### src/rtl/sram_stream_ctrl.sv
// Streaming burst controller for a single-port synchronous SRAM macro.
// A configured burst (base, length, direction) becomes one SRAM access per
// cycle at most. Writes are fed from a valid/ready stream; reads return
// through a small FIFO to a valid/ready stream with full backpressure.
module sram_stream_ctrl #(
  parameter int NUM_WORD   = 2048,
  parameter int ADDR_W     = 11,
  parameter int DATA_W     = 64,
  parameter int FIFO_DEPTH = 4
) (
  input  logic              CLK,
  input  logic              RSTB,
  // burst configuration
  input  logic              cfg_start,
  input  logic              cfg_mode,
  input  logic [ADDR_W-1:0] cfg_base,
  input  logic [ADDR_W:0]   cfg_len,
  output logic              busy,
  output logic              done,
  // write stream
  input  logic [DATA_W-1:0] wr_data,
  input  logic              wr_valid,
  output logic              wr_ready,
  // read stream
  output logic [DATA_W-1:0] rd_data,
  output logic              rd_valid,
  input  logic              rd_ready,
  // SRAM macro
  output logic              CEB,
  output logic              WEB,
  output logic [ADDR_W-1:0] A,
  output logic [DATA_W-1:0] D,
  input  logic [DATA_W-1:0] Q
);

  localparam int PW = (FIFO_DEPTH > 1) ? $clog2(FIFO_DEPTH) : 1;
  localparam int OW = $clog2(FIFO_DEPTH + 1);
  localparam int LW = OW + 2;

  typedef enum logic [1:0] {IDLE, WRITE, READ, DRAIN} state_e;

  state_e              state_q, state_d;
  logic [ADDR_W-1:0]   addr_q, addr_d;
  logic [ADDR_W:0]     rem_q, rem_d;
  logic                done_q, done_d;

  logic                ceb_q, ceb_d;
  logic                web_q, web_d;
  logic [ADDR_W-1:0]   a_q, a_d;
  logic [DATA_W-1:0]   d_q, d_d;

  // issue decision travels two stages before Q is captured
  logic [2:1]          vld_pipe_q;
  logic [1:0]          inflight;

  logic [DATA_W-1:0]   fifo_mem [FIFO_DEPTH];
  logic [PW-1:0]       rptr_q, wptr_q;
  logic [OW-1:0]       occ_q;

  logic                wr_hs, issue, push, pop, room;
  logic [ADDR_W-1:0]   addr_inc;
  logic [LW-1:0]       level;

  assign inflight = {1'b0, vld_pipe_q[1]} + {1'b0, vld_pipe_q[2]};
  assign push     = vld_pipe_q[2];
  assign rd_valid = (occ_q != '0);
  assign pop      = rd_valid & rd_ready;
  assign rd_data  = rd_valid ? fifo_mem[rptr_q] : '0;

  // Only issue a read if every word already owed to the FIFO still fits
  // after this cycle's pop, so a captured word always has a slot.
  assign level = LW'(occ_q) + LW'(inflight);
  assign room  = level < (LW'(FIFO_DEPTH) + LW'(pop));

  // Explicit wrap at the top of the array, equivalent to modulo 2^ADDR_W
  // for a power-of-two depth.
  assign addr_inc = (addr_q == ADDR_W'(NUM_WORD - 1)) ? '0 : addr_q + ADDR_W'(1);

  assign wr_ready = (state_q == WRITE) && (rem_q != '0);
  assign busy     = (state_q != IDLE);
  assign done     = done_q;
  assign CEB      = ceb_q;
  assign WEB      = web_q;
  assign A        = a_q;
  assign D        = d_q;

  // Burst FSM: next state, address/remaining counters, done pulse
  always_comb begin
    state_d = state_q;
    addr_d  = addr_q;
    rem_d   = rem_q;
    done_d  = 1'b0;
    wr_hs   = 1'b0;
    issue   = 1'b0;
    unique case (state_q)
      IDLE: begin
        if (cfg_start) begin
          addr_d = cfg_base;
          rem_d  = cfg_len;
          if (cfg_len == '0) done_d = 1'b1;
          else               state_d = cfg_mode ? READ : WRITE;
        end
      end
      WRITE: begin
        if (rem_q != '0) begin
          if (wr_valid) begin
            wr_hs  = 1'b1;
            addr_d = addr_inc;
            rem_d  = rem_q - (ADDR_W+1)'(1);
          end
        end else begin
          // this cycle carries the last strobe
          state_d = IDLE;
          done_d  = 1'b1;
        end
      end
      READ: begin
        if (rem_q == '0) begin
          state_d = DRAIN;
        end else if (room) begin
          issue  = 1'b1;
          addr_d = addr_inc;
          rem_d  = rem_q - (ADDR_W+1)'(1);
          if (rem_q == (ADDR_W+1)'(1)) state_d = DRAIN;
        end
      end
      DRAIN: begin
        if (inflight == '0 && (occ_q == '0 || (occ_q == OW'(1) && pop))) begin
          state_d = IDLE;
          done_d  = 1'b1;
        end
      end
      default: state_d = IDLE;
    endcase
  end

  // FSM and counter registers
  always_ff @(posedge CLK) begin
    if (!RSTB) begin
      state_q <= IDLE;
      addr_q  <= '0;
      rem_q   <= '0;
      done_q  <= 1'b0;
    end else begin
      state_q <= state_d;
      addr_q  <= addr_d;
      rem_q   <= rem_d;
      done_q  <= done_d;
    end
  end

  // SRAM pin next values: one access per cycle, address/data hold when idle
  always_comb begin
    ceb_d = ~(wr_hs | issue);
    web_d = ~wr_hs;
    a_d   = (wr_hs | issue) ? addr_q : a_q;
    d_d   = wr_hs ? wr_data : d_q;
  end

  // Registered SRAM pins
  always_ff @(posedge CLK) begin
    if (!RSTB) begin
      ceb_q <= 1'b1;
      web_q <= 1'b1;
      a_q   <= '0;
      d_q   <= '0;
    end else begin
      ceb_q <= ceb_d;
      web_q <= web_d;
      a_q   <= a_d;
      d_q   <= d_d;
    end
  end

  // Read-return pipeline: a reset drops outstanding reads
  always_ff @(posedge CLK) begin
    if (!RSTB) vld_pipe_q <= '0;
    else       vld_pipe_q <= {vld_pipe_q[1], issue};
  end

  // FIFO pointers and occupancy
  always_ff @(posedge CLK) begin
    if (!RSTB) begin
      rptr_q <= '0;
      wptr_q <= '0;
      occ_q  <= '0;
    end else begin
      if (push) wptr_q <= (wptr_q == PW'(FIFO_DEPTH - 1)) ? '0 : wptr_q + PW'(1);
      if (pop)  rptr_q <= (rptr_q == PW'(FIFO_DEPTH - 1)) ? '0 : rptr_q + PW'(1);
      occ_q <= occ_q + OW'(push) - OW'(pop);
    end
  end

  // FIFO storage; contents are don't-care while the entry is unoccupied
  always_ff @(posedge CLK) begin
    if (push) fifo_mem[wptr_q] <= Q;
  end

endmodule
### config.mk
export PLATFORM = sky130hd
export DESIGN_NAME = sram_stream_ctrl
export DESIGN_NICKNAME = d
export VERILOG_FILES = /design/src/rtl/sram_stream_ctrl.sv
export SDC_FILE = /design/constraint.sdc
export NUM_CORES = 1
export LEC_CHECK = 0
export CORE_MARGIN = 5
export CORE_UTILIZATION = 50
export CTS_BUF_LIST = sky130_fd_sc_hd__clkbuf_8
export CTS_CLUSTER_SIZE = 12
export DETAILED_ROUTE_END_ITERATION = 10
export DONT_BUFFER_PORTS = 1
export PLACE_DENSITY = 0.65
export SETUP_SLACK_MARGIN = 0.4
export SLEW_MARGIN = 25
export SYNTH_ARGS = -nofsm -noshare
export SYNTH_HDL_FRONTEND = slang
export SYNTH_SLANG_ARGS = --single-unit
### constraint.sdc
create_clock -name CLK -period 6.5 [get_ports CLK]
set_input_delay 1.3 -clock CLK [delete_from_list [all_inputs] [get_ports CLK]]
set_output_delay 1.3 -clock CLK [all_outputs]
set_load 0.005 [all_outputs]
==> results_dict.tcl, run 1 <==
set metrics [dict create \
    post_cts_buffers 0 \
    wl_per_cell_um 21.2 \
    seq_area_frac_synth 0.671 \
    synthTopCellsByCount "256 x edfxtp_1, 167 x nand2_1, 114 x dfxtp_1" \
    r2r-start "vld_pipe_q[2]" \
    route.antenna.remaining_nets 0 \
    multi_input_area_um2 4540 \
    clkLatencyLatePin_ns 0.60 \
    cts_tree "yes" \
    num_vias 8476 \
    grt_usage 0.185 \
    crit_arrival_ns 2.82 \
    die_area_um2 33300 \
    ys_ff_latch 370 \
    numCtsBuffers 59 \
    max_cap_violations 0 \
    die_w_um 182 \
    grt_pass1_wl_um 49100 \
    hold_ws_ns 0.470 \
    synth_async_sr_flop_share 0 \
    max-vdd-ir-drop_mv 0.178 \
    cts_hold_buf 0 \
    power.switching_uw 1880 \
    finalSetupViolations 0 \
    cp.required_ns 5.20 \
    yosys.cell_types.count 64 \
    cp_max_fo 42 \
    regArea_um2 9980 \
    synth_nets 1232 \
    p_per_area_nw_per_um2 379 \
    netlist_instances 1054 \
    drt_iter0_markers 575 \
    grt_pass1_vias 8647 \
    netlist.area_leader.share 0.517 \
    post-dp-hpwl_um 19800 \
    grt_overflow 0 \
    worst-path-buf-inv 1 \
    slowest_stage "dfxtp_4" \
    synth-main-ff-cell "edfxtp_1" \
    gp_congestion 0.785 \
    slew_viol_final 0 \
    skew_ns 0.0374 \
    fin_crit_ns 4.12 \
    hold_path_class "reg -> reg" \
    grt_start_max_net_pins 73 \
    first_pass_iters 4 \
    pwr-share-seq 0.478 \
    regToRegEndpoint "addr_q[10]" \
    drc_errors 0 \
    start_util 0.504 \
    antenna_found_initial 0 \
    p_int_uw 4290 \
    cp.depth 3 \
    syn_area_per_cell_um2 14.1 \
    clockPowerShare 0.303 \
    wl_um 31700 \
    io_pins 302 \
    rsz0062_at_grt "false" \
    final.setup.tns_ns 0 \
    io_buffers 0 \
    switching_share 0.305 \
    row_count 63 \
    path_class "reg -> out" \
    r2r_cells 8 \
    avgViaCountPerCell 5.67 \
    syn_area_um2 14900 \
    min_to "vld_pipe_q[2]" \
    holdPathStages 2 \
    crit_family "flip-flops" \
    synthToLayoutAreaGrowth_pct 9.44 \
    fillerInstances 2394 \
    cts_buffer_depth 3 \
    tightest_slew_ns 1.00 \
    yosysMostFrequentCell "edfxtp_1" \
    p_leak_uw 0.00541 \
    core_area_um2 29500 \
    synth_edf_count 256 \
    clkTransAtPathRegs_ns 0.06 \
    status "finished clean" \
    critPathLaunchType "flop" \
    period_share 0.633 \
    drive_gt1_frac 0.156 \
    finalPower_uw 6160 \
    dp_slack_ns 2.88 \
    clock.fmax_ghz 0.243 \
    final.setup.worst_slack_ns 2.38 \
    cts_root_buf "clkbuf_8" \
    hp-start "vld_pipe_q[1]" \
    yosys.area.top_type "edfxtp_1" \
    die_y_um 182 \
    netlist_top_cells_area "edfxtp_1 52%, dfxtp_1 15%, mux4_2 9.7%, nand2_1 4.2%, and2_1 3.0%" \
    numClockSinks 370 \
    max_stage_delay_ns 0.93 \
    final_nets 1233 \
    cts-htree-levels 2 \
    end_kind "primary output" \
    combPwrFrac 0.219 \
    cts_resized 0 \
    reg2reg_slack_ns 3.01 \
    yosysWarnings 0 \
    worstPathCellList "buf_4 -> mux4_2 -> and2_1" \
    final_core_util 0.552 \
    hold_viol_final 0 \
    slew_headroom 0.332 \
]
-- tightest hold or removal path, stage by stage, from the launching register on --
cell and delay [ns]:
dfxtp_1 0.31, inv_1 0.07, nor2_1 0.04
-- layout by cell type, fill, tap and decap left out, drive strengths merged, types with 19 or more instances in the layout --
cell    count
dfxtp     114
clkinv     22
mux4       64
clkbuf     63
inv        48
o21ai      21
and2       73
nand2     167
edfxtp    256
nor2       20
ha         19
a21oi      79
-- cell families (layout without fill, tap and decap cells) --
kind of cell	count (synthesis)	count (layout)	synth area share
buf+inv	91	141	0.0258
fa+ha+maj	21	21	0.0187
mux	82	82	0.109
simple gates	327	327	0.108
other cells	0	1	0
xor+xnor	5	5	0.00295
flops	370	370	0.671
compound gates	158	158	0.0650
-- power groups by stage --
stage                     registers [uW]  logic (uW)  clock network, uW
after floorplan                     2850        1200                  0
after global placement              2990        1340                  0
after detailed placement            3000        1360                  0
after CTS                           2950        1370               1920
after global routing                2980        1500               2040
final                               2940        1350               1870
-- metrics by stage --
step | area (um^2) | std cells
5_1_grt | 16300 | 1494
3_5_place_dp | 15100 | 1384
6_report | 16300 | 1495
2_1_floorplan | 14900 | 1054
4_1_cts | 16300 | 1494
3_3_place_gp | 15100 | 1384
-- worst max-delay path by stage --
stage,from,to,slack (ns)
floorplan,flop,rd_data[10],3.27
finish,flop,rd_data[2],2.38
global route,flop,rd_data[13],2.09
CTS,flop,rd_data[2],2.21
detailed placement,flop,rd_data[2],2.88
global placement,flop,rd_data[12],2.92
-- registers in the layout, indices dropped and copies added, names as in the netlist, 2 cells and up, named ones only --
signal and count:
wptr_q 2, fifo_mem 256, state_q 2, A 11, rptr_q 2, occ_q 3, vld_pipe_q 2, D 64
addr_q 11, rem_q 12
-- layout make-up --
type / instances / area share
flip-flops and latches: 370 / 0.613
multi-input cells: 593 / 0.279
clock buffers: 63 / 0.0533
well taps: 390 / 0.0300
clock inverters: 47 / 0.0163
inverters: 26 / 0.00600
repair buffers: 5 / 0.00231
diodes: 1 / 0.000154
-- layer usage --
layer | wire length [um] | GRT usage
met5 | 0 | 0
met2 | 14700 | 0.293
met3 | 3500 | 0.0726
met4 | 611 | 0.0504
met1 | 12900 | 0.241
Note: power is estimated with default switching activity, not from simulation.
==> run 2, diff against run 1 <==
--- a/config.mk
+++ b/config.mk
@@ -11,7 +11,7 @@
 export CTS_CLUSTER_SIZE = 12
 export DETAILED_ROUTE_END_ITERATION = 10
 export DONT_BUFFER_PORTS = 1
-export PLACE_DENSITY = 0.65
+export PLACE_DENSITY = 0.68
 export SETUP_SLACK_MARGIN = 0.4
 export SLEW_MARGIN = 25
 export SYNTH_ARGS = -nofsm -noshare
==> constraint.sdc (replaced) <==
create_clock -name CLK -period 3.7 [get_ports CLK]
set_input_delay 0.74 -clock CLK [delete_from_list [all_inputs] [get_ports CLK]]
set_output_delay 0.74 -clock CLK [all_outputs]
set_load 0.005 [all_outputs]
==> run 2 against run 1 <==
Non-clock buffer count grew 9. Routed wire length is 3.1% higher. Global-route usage grew 0.83 points. Critical path depth is 6 higher. Register-to-register slack got worse by 2.4 ns. Flip-flop and latch count did not move. Sequential share of layout area down 0.71 points. Worst hold slack worse by 0.26 ns. Critical endpoint is now addr_q[7]. Largest power group unchanged.
==> results_dict.tcl, run 2 (synthesis results as in run 1) <==
set metrics [dict create \
    finalSetupViolations 0 \
    critPathLaunchType "flop" \
    numClockSinks 370 \
    clock.fmax_ghz 0.326 \
    pwr-share-seq 0.453 \
    skew_ns 0.0307 \
    cts_hold_buf 0 \
    wl_um 32700 \
    slowest_stage "dfxtp_1" \
    grt_pass1_wl_um 51200 \
    wl_met3_um 3500 \
    num_vias 8536 \
    reg2reg_slack_ns 0.63 \
    regToRegEndpoint "addr_q[7]" \
    die_w_um 182 \
    drive_gt1_frac 0.162 \
    slew_headroom 0.318 \
    grt_pass1_vias 8930 \
    die_area_um2 33300 \
    start_util 0.504 \
    multi_input_area_um2 4530 \
    hold_viol_final 0 \
    p_leak_uw 0.00545 \
    min_to "WEB" \
    grt_usage 0.193 \
    cp.required_ns 4.14 \
    grt_overflow 0 \
    die_y_um 182 \
    status "finished clean" \
    cp_max_fo 13 \
    drc_errors 0 \
    hp-start "RSTB" \
    cts_buffer_depth 3 \
    wl_met2_um 15900 \
    rsz0062_at_grt "false" \
    io_pins 302 \
    clkTransAtPathRegs_ns 0.07 \
    antenna_found_initial 2 \
    maxUsedRoutingLayer "met4" \
    avgViaCountPerCell 5.70 \
    route.antenna.remaining_nets 0 \
    r2r-start "vld_pipe_q[2]" \
    io_buffers 0 \
    fin_area_um2 16500 \
    crit_arrival_ns 3.50 \
    max_stage_delay_ns 0.49 \
    numCtsBuffers 58 \
    numPlacedInstances 1391 \
    holdPathStages 1 \
    row_count 63 \
    first_pass_iters 4 \
    end_kind "flop" \
    final_nets 1241 \
    cts_tree "yes" \
    post-dp-hpwl_um 20600 \
    max_cap_violations 0 \
    cts_root_buf "clkbuf_8" \
    p_per_area_nw_per_um2 684 \
    cts-htree-levels 2 \
    layout_common_cells "256 x edfxtp_1, 167 x nand2_1, 112 x dfxtp_1" \
    finalNonFillerCells 1497 \
    layout_commonest_cell "edfxtp_1" \
    wl_per_cell_um 21.8 \
    finalPower_uw 11300 \
    power.switching_uw 3350 \
    critPathLaunch "vld_pipe_q[2]" \
    fillerInstances 2414 \
    period_share 0.829 \
    core_area_um2 29500 \
    drt_iter0_markers 560 \
    path_class "reg -> reg" \
    grt_start_max_net_pins 67 \
    p_int_uw 7910 \
    place_area_um2 15200 \
    largest_reg_flops 256 \
    combPwrFrac 0.229 \
    hold_path_class "in -> reg" \
    fin_crit_ns 3.07 \
    gp_congestion 0.864 \
    top_register "fifo_mem" \
    synthToLayoutAreaGrowth_pct 10.7 \
    regArea_um2 9980 \
    tightest_slew_ns 1.02 \
    crit_path_frequent_cell "ha_1" \
    clkLatencyLatePin_ns 0.59 \
    slew_viol_final 0 \
    r2r_cells 9 \
    drt-met1-wl_um 12800 \
    worstPathCellList "inv_1 -> ha_1 -> ha_1 -> fa_1 -> o31a_1 -> o22a_1 -> nor2_1 -> buf_4 -> a211oi_1" \
    clockPowerShare 0.318 \
    max-vdd-ir-drop_mv 0.408 \
    switching_share 0.298 \
    final.setup.tns_ns 0 \
]
-- run 2: worst max path at each step --
stage / endpoint / slack [ns] / depth (start not counted)
detailed placement: addr_q[2] / 0.65 / 10
global route: addr_q[2] / 0.49 / 10
floorplan: rd_data[10] / 1.03 / 4
global placement: addr_q[7] / 0.73 / 9
CTS: rd_data[34] / 0.43 / 3
finish: addr_q[7] / 0.63 / 9
-- run 2: per-layer routing --
layer | track usage | vias up
met5 | 0 | -
met1 | 0.244 | 4212
met3 | 0.0735 | 41
li1 | - | 3943
met2 | 0.318 | 340
met4 | 0.0495 | 0
-- run 2: cell type report --
class / count / area share
diodes: 2 / 0.000304
clock buffers: 58 / 0.0485
clock inverters: 44 / 0.0250
inverters: 26 / 0.00593
multi-input cells: 593 / 0.275
flip-flops and latches: 370 / 0.606
well taps: 390 / 0.0296
repair buffers: 14 / 0.00942
-- run 2: repair_timing --
item / in CTS / in global routing
setup buffers: 0 / 1
gates resized for setup: 0 / 0
endpoints found under the setup margin: 0 / 32
-- run 2: power groups by stage --
| stage | Combinational (uW) | Sequential [uW] | Clock (uW) |
|---|---|---|---|
| after floorplan | 2110 | 5000 | 0 |
| after global placement | 2520 | 5210 | 0 |
| after detailed placement | 2540 | 5210 | 0 |
| after CTS | 2550 | 5130 | 3680 |
| after global routing | 2850 | 5150 | 3910 |
| final | 2570 | 5100 | 3580 |
-- run 2: critical path: cells and delay by family, from the launching register on --
family / cells / cell delay, ns
DFF: 1 / 0.49
buffers and inverters: 2 / 0.33
adders and majority gates: 3 / 0.94
AOI/OAI and AO/OA: 3 / 0.82
and+or+nand+nor: 1 / 0.34
-- run 2: stage by stage --
| step | util | hold slack (ns) | setup slack [ns] |
|---|---|---|---|
| after floorplan | - | 0.441 | 1.03 |
| final | 0.558 | 0.213 | 0.632 |
| after global placement | 0.516 | 0.454 | 0.727 |
| after detailed placement | 0.516 | 0.464 | 0.653 |
| after global routing | 0.558 | 0.167 | 0.491 |
| after CTS | 0.557 | 0.159 | 0.431 |
